## config.mk

```make
export PLATFORM = sky130hd
export DESIGN_NAME = regfile_sb
export DESIGN_NICKNAME = d
export VERILOG_FILES = /design/src/rtl/regfile_pkg.sv /design/src/rtl/regfile_scoreboard.sv /design/src/rtl/regfile_sb.sv
export SDC_FILE = /design/constraint.sdc
export NUM_CORES = 2
export LEC_CHECK = 0
export CAP_MARGIN = 20
export CORE_MARGIN = 1.5
export CORE_UTILIZATION = 65
export CTS_BUF_LIST = sky130_fd_sc_hd__clkbuf_4 sky130_fd_sc_hd__clkbuf_8
export CTS_CLUSTER_SIZE = 30
export DETAILED_ROUTE_END_ITERATION = 16
export PLACE_DENSITY = 0.83
export SKIP_LAST_GASP = 1
export SLEW_MARGIN = 20
export SYNTH_ARGS = -nofsm -noshare
export SYNTH_HDL_FRONTEND = slang
export SYNTH_SLANG_ARGS = --single-unit
```

## constraint.sdc

```tcl
create_clock -name clk -period 7.65 [get_ports clk]
set_input_delay 1.1475 -clock clk [delete_from_list [all_inputs] [get_ports clk]]
set_output_delay 1.1475 -clock clk [all_outputs]
set_load 0.1 [all_outputs]
```

## src/rtl/regfile_pkg.sv

```systemverilog
// Shared constants for the core pipeline register file.
// Other stages import this package for the default sizes and the zero-register index.
package regfile_pkg;

    localparam int DATA_W_DEF = 32;
    localparam int REG_N_DEF  = 32;
    localparam int REG_ZERO   = 0;

endpackage

```

## src/rtl/regfile_scoreboard.sv

```systemverilog
// Per-register busy scoreboard: busy vector, WAW issue stall and registered busy count.
// Issue handshake: iss_en_i offers an issue; it is accepted in any cycle where iss_stall_o is 0.
module regfile_scoreboard
    import regfile_pkg::*;
#(
    parameter int REG_N  = REG_N_DEF,
    parameter int ADDR_W = $clog2(REG_N)
) (
    input  logic              clk,
    input  logic              rst_n,
    input  logic              wr_en_i,
    input  logic [ADDR_W-1:0] wr_addr_i,
    input  logic              iss_en_i,
    input  logic [ADDR_W-1:0] iss_addr_i,
    output logic [REG_N-1:0]  busy_o,
    output logic              iss_stall_o,
    output logic [ADDR_W:0]   busy_cnt_o
);

    localparam logic [ADDR_W-1:0] ZERO_A = ADDR_W'(REG_ZERO);

    logic [REG_N-1:0] busy_q, busy_d;
    logic [ADDR_W:0]  cnt_q, cnt_d;
    logic             wr_hit, iss_stall, iss_acc, cnt_inc, cnt_dec;

    always_comb begin
        wr_hit    = wr_en_i && (wr_addr_i != ZERO_A);
        // A writeback releasing the same register in this cycle clears the WAW hazard.
        iss_stall = iss_en_i && busy_q[iss_addr_i] &&
                    !(wr_en_i && (wr_addr_i == iss_addr_i)) &&
                    (iss_addr_i != ZERO_A);
        iss_acc   = iss_en_i && !iss_stall && (iss_addr_i != ZERO_A);

        busy_d = busy_q;
        if (wr_hit) begin
            busy_d[wr_addr_i] = 1'b0;
        end
        if (iss_acc) begin
            busy_d[iss_addr_i] = 1'b1;
        end

        // Count only real transitions so a release of a non-busy register never underflows.
        cnt_inc = iss_acc && !busy_q[iss_addr_i];
        cnt_dec = wr_hit && busy_q[wr_addr_i] && !(iss_acc && (iss_addr_i == wr_addr_i));

        cnt_d = cnt_q;
        if (cnt_inc && !cnt_dec) begin
            cnt_d = cnt_q + (ADDR_W + 1)'(1);
        end else if (cnt_dec && !cnt_inc) begin
            cnt_d = cnt_q - (ADDR_W + 1)'(1);
        end
    end

    always_ff @(posedge clk or negedge rst_n) begin
        if (!rst_n) begin
            busy_q <= '0;
            cnt_q  <= '0;
        end else begin
            busy_q <= busy_d;
            cnt_q  <= cnt_d;
        end
    end

    assign busy_o      = busy_q;
    assign iss_stall_o = iss_stall;
    assign busy_cnt_o  = cnt_q;

endmodule

```

## src/rtl/regfile_sb.sv

```systemverilog
// Single-write / two-read register file with hardwired-zero r0, optional write-to-read
// bypass and a busy scoreboard for RAW/WAW hazard detection at decode.
module regfile_sb
    import regfile_pkg::*;
#(
    parameter int DATA_W = DATA_W_DEF,
    parameter int REG_N  = REG_N_DEF,
    parameter int ADDR_W = $clog2(REG_N),
    parameter bit BYPASS = 1'b1
) (
    input  logic              clk,
    input  logic              rst_n,
    input  logic [ADDR_W-1:0] rd1_addr,
    input  logic [ADDR_W-1:0] rd2_addr,
    output logic [DATA_W-1:0] rd1_data,
    output logic [DATA_W-1:0] rd2_data,
    output logic              rd1_busy,
    output logic              rd2_busy,
    input  logic              wr_en,
    input  logic [ADDR_W-1:0] wr_addr,
    input  logic [DATA_W-1:0] wr_data,
    input  logic              iss_en,
    input  logic [ADDR_W-1:0] iss_addr,
    output logic              iss_stall,
    output logic [ADDR_W:0]   busy_cnt
);

    localparam logic [ADDR_W-1:0] ZERO_A = ADDR_W'(REG_ZERO);

    logic [DATA_W-1:0] mem_q [REG_N];
    logic [REG_N-1:0]  busy;
    logic              fwd1, fwd2;

    always_ff @(posedge clk or negedge rst_n) begin
        if (!rst_n) begin
            for (int i = 0; i < REG_N; i++) begin
                mem_q[i] <= '0;
            end
        end else if (wr_en && (wr_addr != ZERO_A)) begin
            mem_q[wr_addr] <= wr_data;
        end
    end

    regfile_scoreboard #(
        .REG_N  (REG_N),
        .ADDR_W (ADDR_W)
    ) u_scoreboard (
        .clk         (clk),
        .rst_n       (rst_n),
        .wr_en_i     (wr_en),
        .wr_addr_i   (wr_addr),
        .iss_en_i    (iss_en),
        .iss_addr_i  (iss_addr),
        .busy_o      (busy),
        .iss_stall_o (iss_stall),
        .busy_cnt_o  (busy_cnt)
    );

    // Forwarding also hides the busy flag: the reader already sees the value being retired.
    always_comb begin
        fwd1 = BYPASS && wr_en && (wr_addr == rd1_addr);
        fwd2 = BYPASS && wr_en && (wr_addr == rd2_addr);

        rd1_data = '0;
        rd1_busy = 1'b0;
        if (rd1_addr != ZERO_A) begin
            rd1_data = fwd1 ? wr_data : mem_q[rd1_addr];
            rd1_busy = busy[rd1_addr] && !fwd1;
        end

        rd2_data = '0;
        rd2_busy = 1'b0;
        if (rd2_addr != ZERO_A) begin
            rd2_data = fwd2 ? wr_data : mem_q[rd2_addr];
            rd2_busy = busy[rd2_addr] && !fwd2;
        end
    end

endmodule

```

; ---- After elaboration in Yosys (flattened, before gate mapping)
; Cells that the tools add are included.
[totals]
ff_bits = 1062
latchBits = 0
ramBits = 0
romBits = 0
input_bits = 56
out_inout_bits = 73
elab_cells = 120
mem_count = 0
[classes]
addsub = 2
n_mul = 0
div_mod_pow = 0
n_lt_le_gt_ge = 10
n_eq_ne = 4
n_shift = 0
n_mux = 31
n_bitwise = 6
reduce_logical = 33
[op_table]
columns = op, n
row1 = $bwmux W1024, 1
row2 = $mux W32, 11
row3 = $bmux W32 S5, 2
row4 = $demux W32 S5, 1
row5 = $and A32 B32 Y32, 1
row6 = $not A32 Y32, 1
row7 = $or A32 B32 Y32, 1
row8 = $lt A5 B6 Y1 const B, 4
row9 = $bmux W1 S5, 4
row10 = $eq A5 B5 Y1, 4
row11 = $logic_and A1 B1 Y1, 20
row12 = $reduce_bool A5 Y1, 4
row13 = $ge A6 B6 Y1 const B, 3
row14 = $not A5 Y6, 3
row15 = $mux W6, 2
row16 = $demux W1 S5, 2
row17 = $ge A5 B1 Y1 const B, 2
row18 = $logic_not A1 Y1, 8
row19 = $mux W1, 8
row20 = $add A6 B1 Y6 const B, 1
row21 = $lt A6 B1 Y1 const B, 1
row22 = $sub A6 B1 Y6 const B, 1
row23 = $reduce_bool A2 Y1, 1

; ---- Longest topological paths before layout
[depth]
ltp_word = 14
depth_mapped = 16
ltp_nobuf = 13

; ---- Cells and area by module
; A second synthesis with hierarchy kept.
[unflattened]
hier_cells = 4034
hier_area_um2 = 57958.1
[by_module_without_submodules]
columns = module, instances, cells_per_inst, area_per_inst_um2, seq_area_each_um2
row1 = regfile_sb, 1, 3699, 54900.2, 25624.6
row2 = regfile_scoreboard, 1, 335, 3057.9, 950.9

; ---- Least setup slack after synthesis
; No wires, ideal clock.
[synth_path]
path_kind = input port to output port
startpoint = in rd1_addr[1]
endpoint = out rd1_busy
t_arrival_ps = 5260
t_required_ps = 6503
setup_slack_ps = 1243
cell_stages = 7
path_buffers = 4
cell_sequence = buf_2 buf_2 buf_2 clkbuf_1 mux4_2 a221oi_1 nor4_1
[synth_between]
elab_chain_len = 5
elab_cells_between_ends = 8
cone_classes = 1 x eq/ne / 3 x mux / 4 x reduce/logical
[synth_lines]
columns = item, line_no
row1 = from (decl), regfile_sb.sv:13  ; input logic [ADDR_W-1:0] rd1_addr,
row2 = "parallel branches: the longest is 4 deep, another holds $bmux W1 S5", n/a
row3 = $mux W1 (*), regfile_sb.sv:66  ; if (rd1_addr != ZERO_A) begin
row4 = to (decl), regfile_sb.sv:17  ; output logic rd1_busy,
; Mark *: on every way between the ends. The select of a mux whose other input is x is not followed.

; ---- Final worst setup path
[layout_path]
startpoint = in rd1_addr[3]
endpoint = out rd1_data[1]
[layout_between]
elab_chain_len = 6
elab_cells_between_ends = 9
cone_classes = 1 x eq/ne / 5 x mux / 1 x bitwise / 2 x reduce/logical
[layout_lines]
columns = item, line_no
row1 = $not A5 Y6 (implied by the code), regfile_sb.sv:67  ; rd1_data = fwd1 ? wr_data : mem_q[rd1_addr];
row2 = $bmux W32 S5, regfile_sb.sv:67
row3 = $mux W32 (implied by the code) (2 in series), regfile_sb.sv:67
row4 = $mux W32, regfile_sb.sv:67
row5 = $mux W32 (*), regfile_sb.sv:66
row6 = to (decl), regfile_sb.sv:15  ; output logic [DATA_W-1:0] rd1_data,
; Mark *: on every way between the ends. The rest lies on a longest branch, timed or not. The select of a mux whose other input is x is not followed.

==> key figures <==
Setup path
  – Critical Path, Cell by Cell: clkdlybuf4s50_1 > or3_2 > nor3_1 > nor2_4 > buf_4 > a32o_1 > clkdlybuf4s50_1
  – Data required, critical path: 6.50 ns
  – Type of destination of the critical path: output port
  – Crit path DAT: between 5 and 6 ns
  – Crit-path slowest cell: sky130_fd_sc_hd__clkdlybuf4s50_1
  – Worst stage delay on the critical path: around 1.2 ns
  – Critical-path maximum fanout: 21
  – Critical path start-end classification: in2out
  – Startpoint type of the worst setup path: primary input
  – Library cell appearing most often on the critical path: sky130_fd_sc_hd__clkdlybuf4s50_1

Synthesis
  – Yosys synthesis warning count: 0
  – Proportion of synthesized flip-flops having asynchronous set or reset: 100%
  – Most common flop cell mapped by yosys: sky130_fd_sc_hd__dfrtp_1
  – Share of Yosys cell area claimed by the top area cell type: 46.2%
  – Seq/Total Area, Yosys: 46.2%
  – Synth cell types: 71
  – Dominant cells by area after synthesis: sky130_fd_sc_hd__dfrtp_1 46%, sky130_fd_sc_hd__mux2_2 18%, sky130_fd_sc_hd__mux4_2 18%
  – Number of nets in the synthesized netlist: 4067
  – Mapped Area: 57500 um2
  – Count of flip-flops with a built-in enable after synthesis: 0
  – Cell accounting for the most synthesized area: sky130_fd_sc_hd__dfrtp_1
  – Post-synthesis register bit count: ~1.1k
  – Mapped Cells: 4005
  – Average cell area after synthesis: 14.4 um2

Floorplanning
  – X dimension of the die: 301 um
  – Y dimension of the die: 301 um
  – Effective utilization at floorplan: 65.9%
  – Full die area: 90300 um2
  – Core region area: approximately 87000 um2
  – Top Ports: 129
  – Placement row count: 108

Power
  – Total power density per cell area: roughly 270 nW/um2
  – Peak ir drop on the vdd network: 0.000245 V
  – Leakage power summed over all cells: 27.4 nW

Placement
  – Worst-case setup slack after placement: 1.22 ns
  – IO Port Bufs: about 130
  – HPWL Detailed: 102 mm
  – Weighted congestion at the end of routability-driven global placement: 0.896
  – Area of placed instances: 59600 um2

CTS
  – Clock tree from TritonCTS: done
  – Worst-path clk slew: 0.05 ns
  – Post-CTS setup buffers: 0
  – Clock insertion delay at the later pin of the skew report: 0.86 ns
  – Clock sink count: 1062
  – Root buffer cell: sky130_fd_sc_hd__clkbuf_8
  – CTS H-tree lvls: 4
  – Cts repair resizes: 0
  – Clock buffers created by TritonCTS: 176
  – Largest buffer count on any clock path: 3
  – Post-CTS Hold Fix Bufs: 0

STA
  – Final count of pins violating max slew: 0
  – Worst-case setup margin in the final layout: 1.02 ns
  – Layout Skew: about 0.010 ns
  – Min Tclk post-route: 6.63 ns
  – Final cycle utilization of the critical path: 86.7%
  – Worst slew margin relative to its limit: 24.3%
  – Unrepaired setup endpoints after global routing: false
  – Worst slew pin tran: between 1 and 1.5 ns
  – Fmax: 151 MHz
  – Final setup violation count: 0
  – Setup TNS Final: 0 ns
  – Count of final hold-check violations: 0

Drt
  – Length of routed met2 wiring: 80.8 mm
  – Vias: 39.8k
  – Via density: between 7 and 8
  – DRC: 0
  – Detailed Routing Iterations Pass 1: 6
  – Number of design-rule violations left by the first detailed-router iteration: 5289
  – DRT Wirelength: 177 mm
  – Highest routed metal layer: met5
  – Metal3 WL: 20.8 mm
  – Routed metal-1 wire length: 62.9 mm
  – Mean routed wirelength per cell: ~34 um
  – Routed Antenna Nets: 0

Global route
  – Initial antenna violation count: 7
  – Pin count of the biggest net entering global routing: 162
  – Via count of the first global-routing pass: 41.2k
  – Total global routing track utilization: around two fifths
  – Global-route wire length before repair: approximately 270 mm
  – Global route total overflow: 0

Job
  – MaxCap Viol Count: 0

Cells and area
  – Nets: ~4.0k
  – Layout Utilization: between 70 and 80%
  – Post-layout instance area: 63400 um2
  – Most frequent standard cell in the layout excluding fill and tap cells: sky130_fd_sc_hd__dfrtp_1
  – Area growth, synth to finish: 10.2%
  – Highest-count cells in the layout ignoring fill and taps: 1062 x sky130_fd_sc_hd__dfrtp_1, 936 x sky130_fd_sc_hd__mux2_2, 454 x sky130_fd_sc_hd__mux4_2, 219 x sky130_fd_sc_hd__clkbuf_8, 161 x sky130_fd_sc_hd__mux2i_1
  – Fraction of final layout cells sized beyond drive strength 1: between 40% and 50%

Min path
  – Path category of the worst min-delay check: in2async

Outcome
  – Status: finished clean
## power by group
part	internal [mW]	switching, mW
Sequential	6.71	0.833
Combinational	2.11	2.05
Clock	3.10	2.37
## area by class of cell
class,count,area [um2]
multi-input combinational,2460,29100
sequential,1062,26600
fill,5482,23900
clock buffer,277,3450
timing repair buffer,253,2310
tap,1155,1450
clock inverter,35,390
inverter,25,93.8
antenna,8,20.0
## logic make-up (layout without fill, tap and decap cells)
group                    count (synthesis)  in the layout  share of synthesized area, %
multiplexers                          1653           1653                          40.9
flip-flops                            1062           1062                          46.2
buffers and inverters                  483            590                          3.61
AO/OA/AOI/OAI                          472            472                          6.14
AND/OR/NAND/NOR                        309            309                          2.71
XOR/XNOR                                20             20                         0.304
adder cells (fa/ha/maj)                  6              6                         0.144
other                                    0              8                             0
## per-layer routing
layer	vias to the layer above	GRT usage [%]
li1	15500	-
met1	20600	52.1
met2	2792	60.1
met3	823	11.1
met4	4	25.9
met5	-	0
## stage by stage
step / hold slack (ns) / instances / power (mW)
final: 0.279 / 5275 / 17.2
after global routing: 0.318 / 5269 / 17.8
after CTS: 0.291 / 5267 / 17.1
after detailed placement: 0.383 / 4955 / 11.7
after global placement: 0.376 / 4955 / 11.5
after floorplan: 0.438 / 4005 / 10.5
## final timing paths
kind | startpoint | to | slack, ns | cells past startpoint
min in group clk | mem_q[992]$_DFFE_PN0P_ | mem_q[992]$_DFFE_PN0P_ | 0.39 | 0
hold / removal | rst_n | u_scoreboard.busy_cnt_o[0]$_DFFE_PN0P_ | 0.28 | 1
max in group asynchronous | rst_n | mem_q[917]$_DFFE_PN0P_ | 5.47 | 3
setup / recovery | rd1_addr[3] | rd1_data[1] | 1.02 | 7
hold reg to reg | mem_q[992]$_DFFE_PN0P_ | mem_q[992]$_DFFE_PN0P_ | 0.39 | 0
setup reg to reg | u_scoreboard.busy_o[30]$_DFF_PN0_ | u_scoreboard.busy_cnt_o[5]$_DFFE_PN0P_ | 4.17 | 13
## synth_stat cells (8+ instances only)
cell type and instances:
sky130_fd_sc_hd__dfrtp_1 1062, sky130_fd_sc_hd__o221ai_1 36, sky130_fd_sc_hd__nor4_1 15, sky130_fd_sc_hd__clkbuf_1 247, sky130_fd_sc_hd__o21ai_0 19, sky130_fd_sc_hd__nor3_1 13, sky130_fd_sc_hd__nor2b_1 21, sky130_fd_sc_hd__buf_1 51
sky130_fd_sc_hd__mux4_2 454, sky130_fd_sc_hd__o22ai_1 66, sky130_fd_sc_hd__a221oi_1 18, sky130_fd_sc_hd__xnor2_1 9, sky130_fd_sc_hd__buf_4 13, sky130_fd_sc_hd__a32o_1 24, sky130_fd_sc_hd__nand2b_1 11, sky130_fd_sc_hd__a211oi_1 41
sky130_fd_sc_hd__nand3_1 35, sky130_fd_sc_hd__a22oi_1 88, sky130_fd_sc_hd__a22o_1 50, sky130_fd_sc_hd__mux2_1 102, sky130_fd_sc_hd__xor2_1 11, sky130_fd_sc_hd__mux2i_1 161, sky130_fd_sc_hd__a21oi_1 66, sky130_fd_sc_hd__buf_2 143
sky130_fd_sc_hd__mux2_2 936, sky130_fd_sc_hd__a221o_1 12, sky130_fd_sc_hd__nand3b_1 10, sky130_fd_sc_hd__nand2_1 103, sky130_fd_sc_hd__nor2_1 49, sky130_fd_sc_hd__o211ai_1 8, sky130_fd_sc_hd__inv_1 24
## critical path, delay by kind of cell
| kind | cells | cell delay (ns) |
|---|---|---|
| buffers and inverters | 3 | 2.64 |
| AND/OR/NAND/NOR | 3 | 1.28 |
| AO/OA/AOI/OAI | 1 | 0.39 |
## state kept, by name, indices dropped and copies added, names as in the netlist
name and cells:
u_scoreboard.busy_cnt_o 6, u_scoreboard.busy_o 32, mem_q 1024
Note: power is estimated with default switching activity, not from simulation.
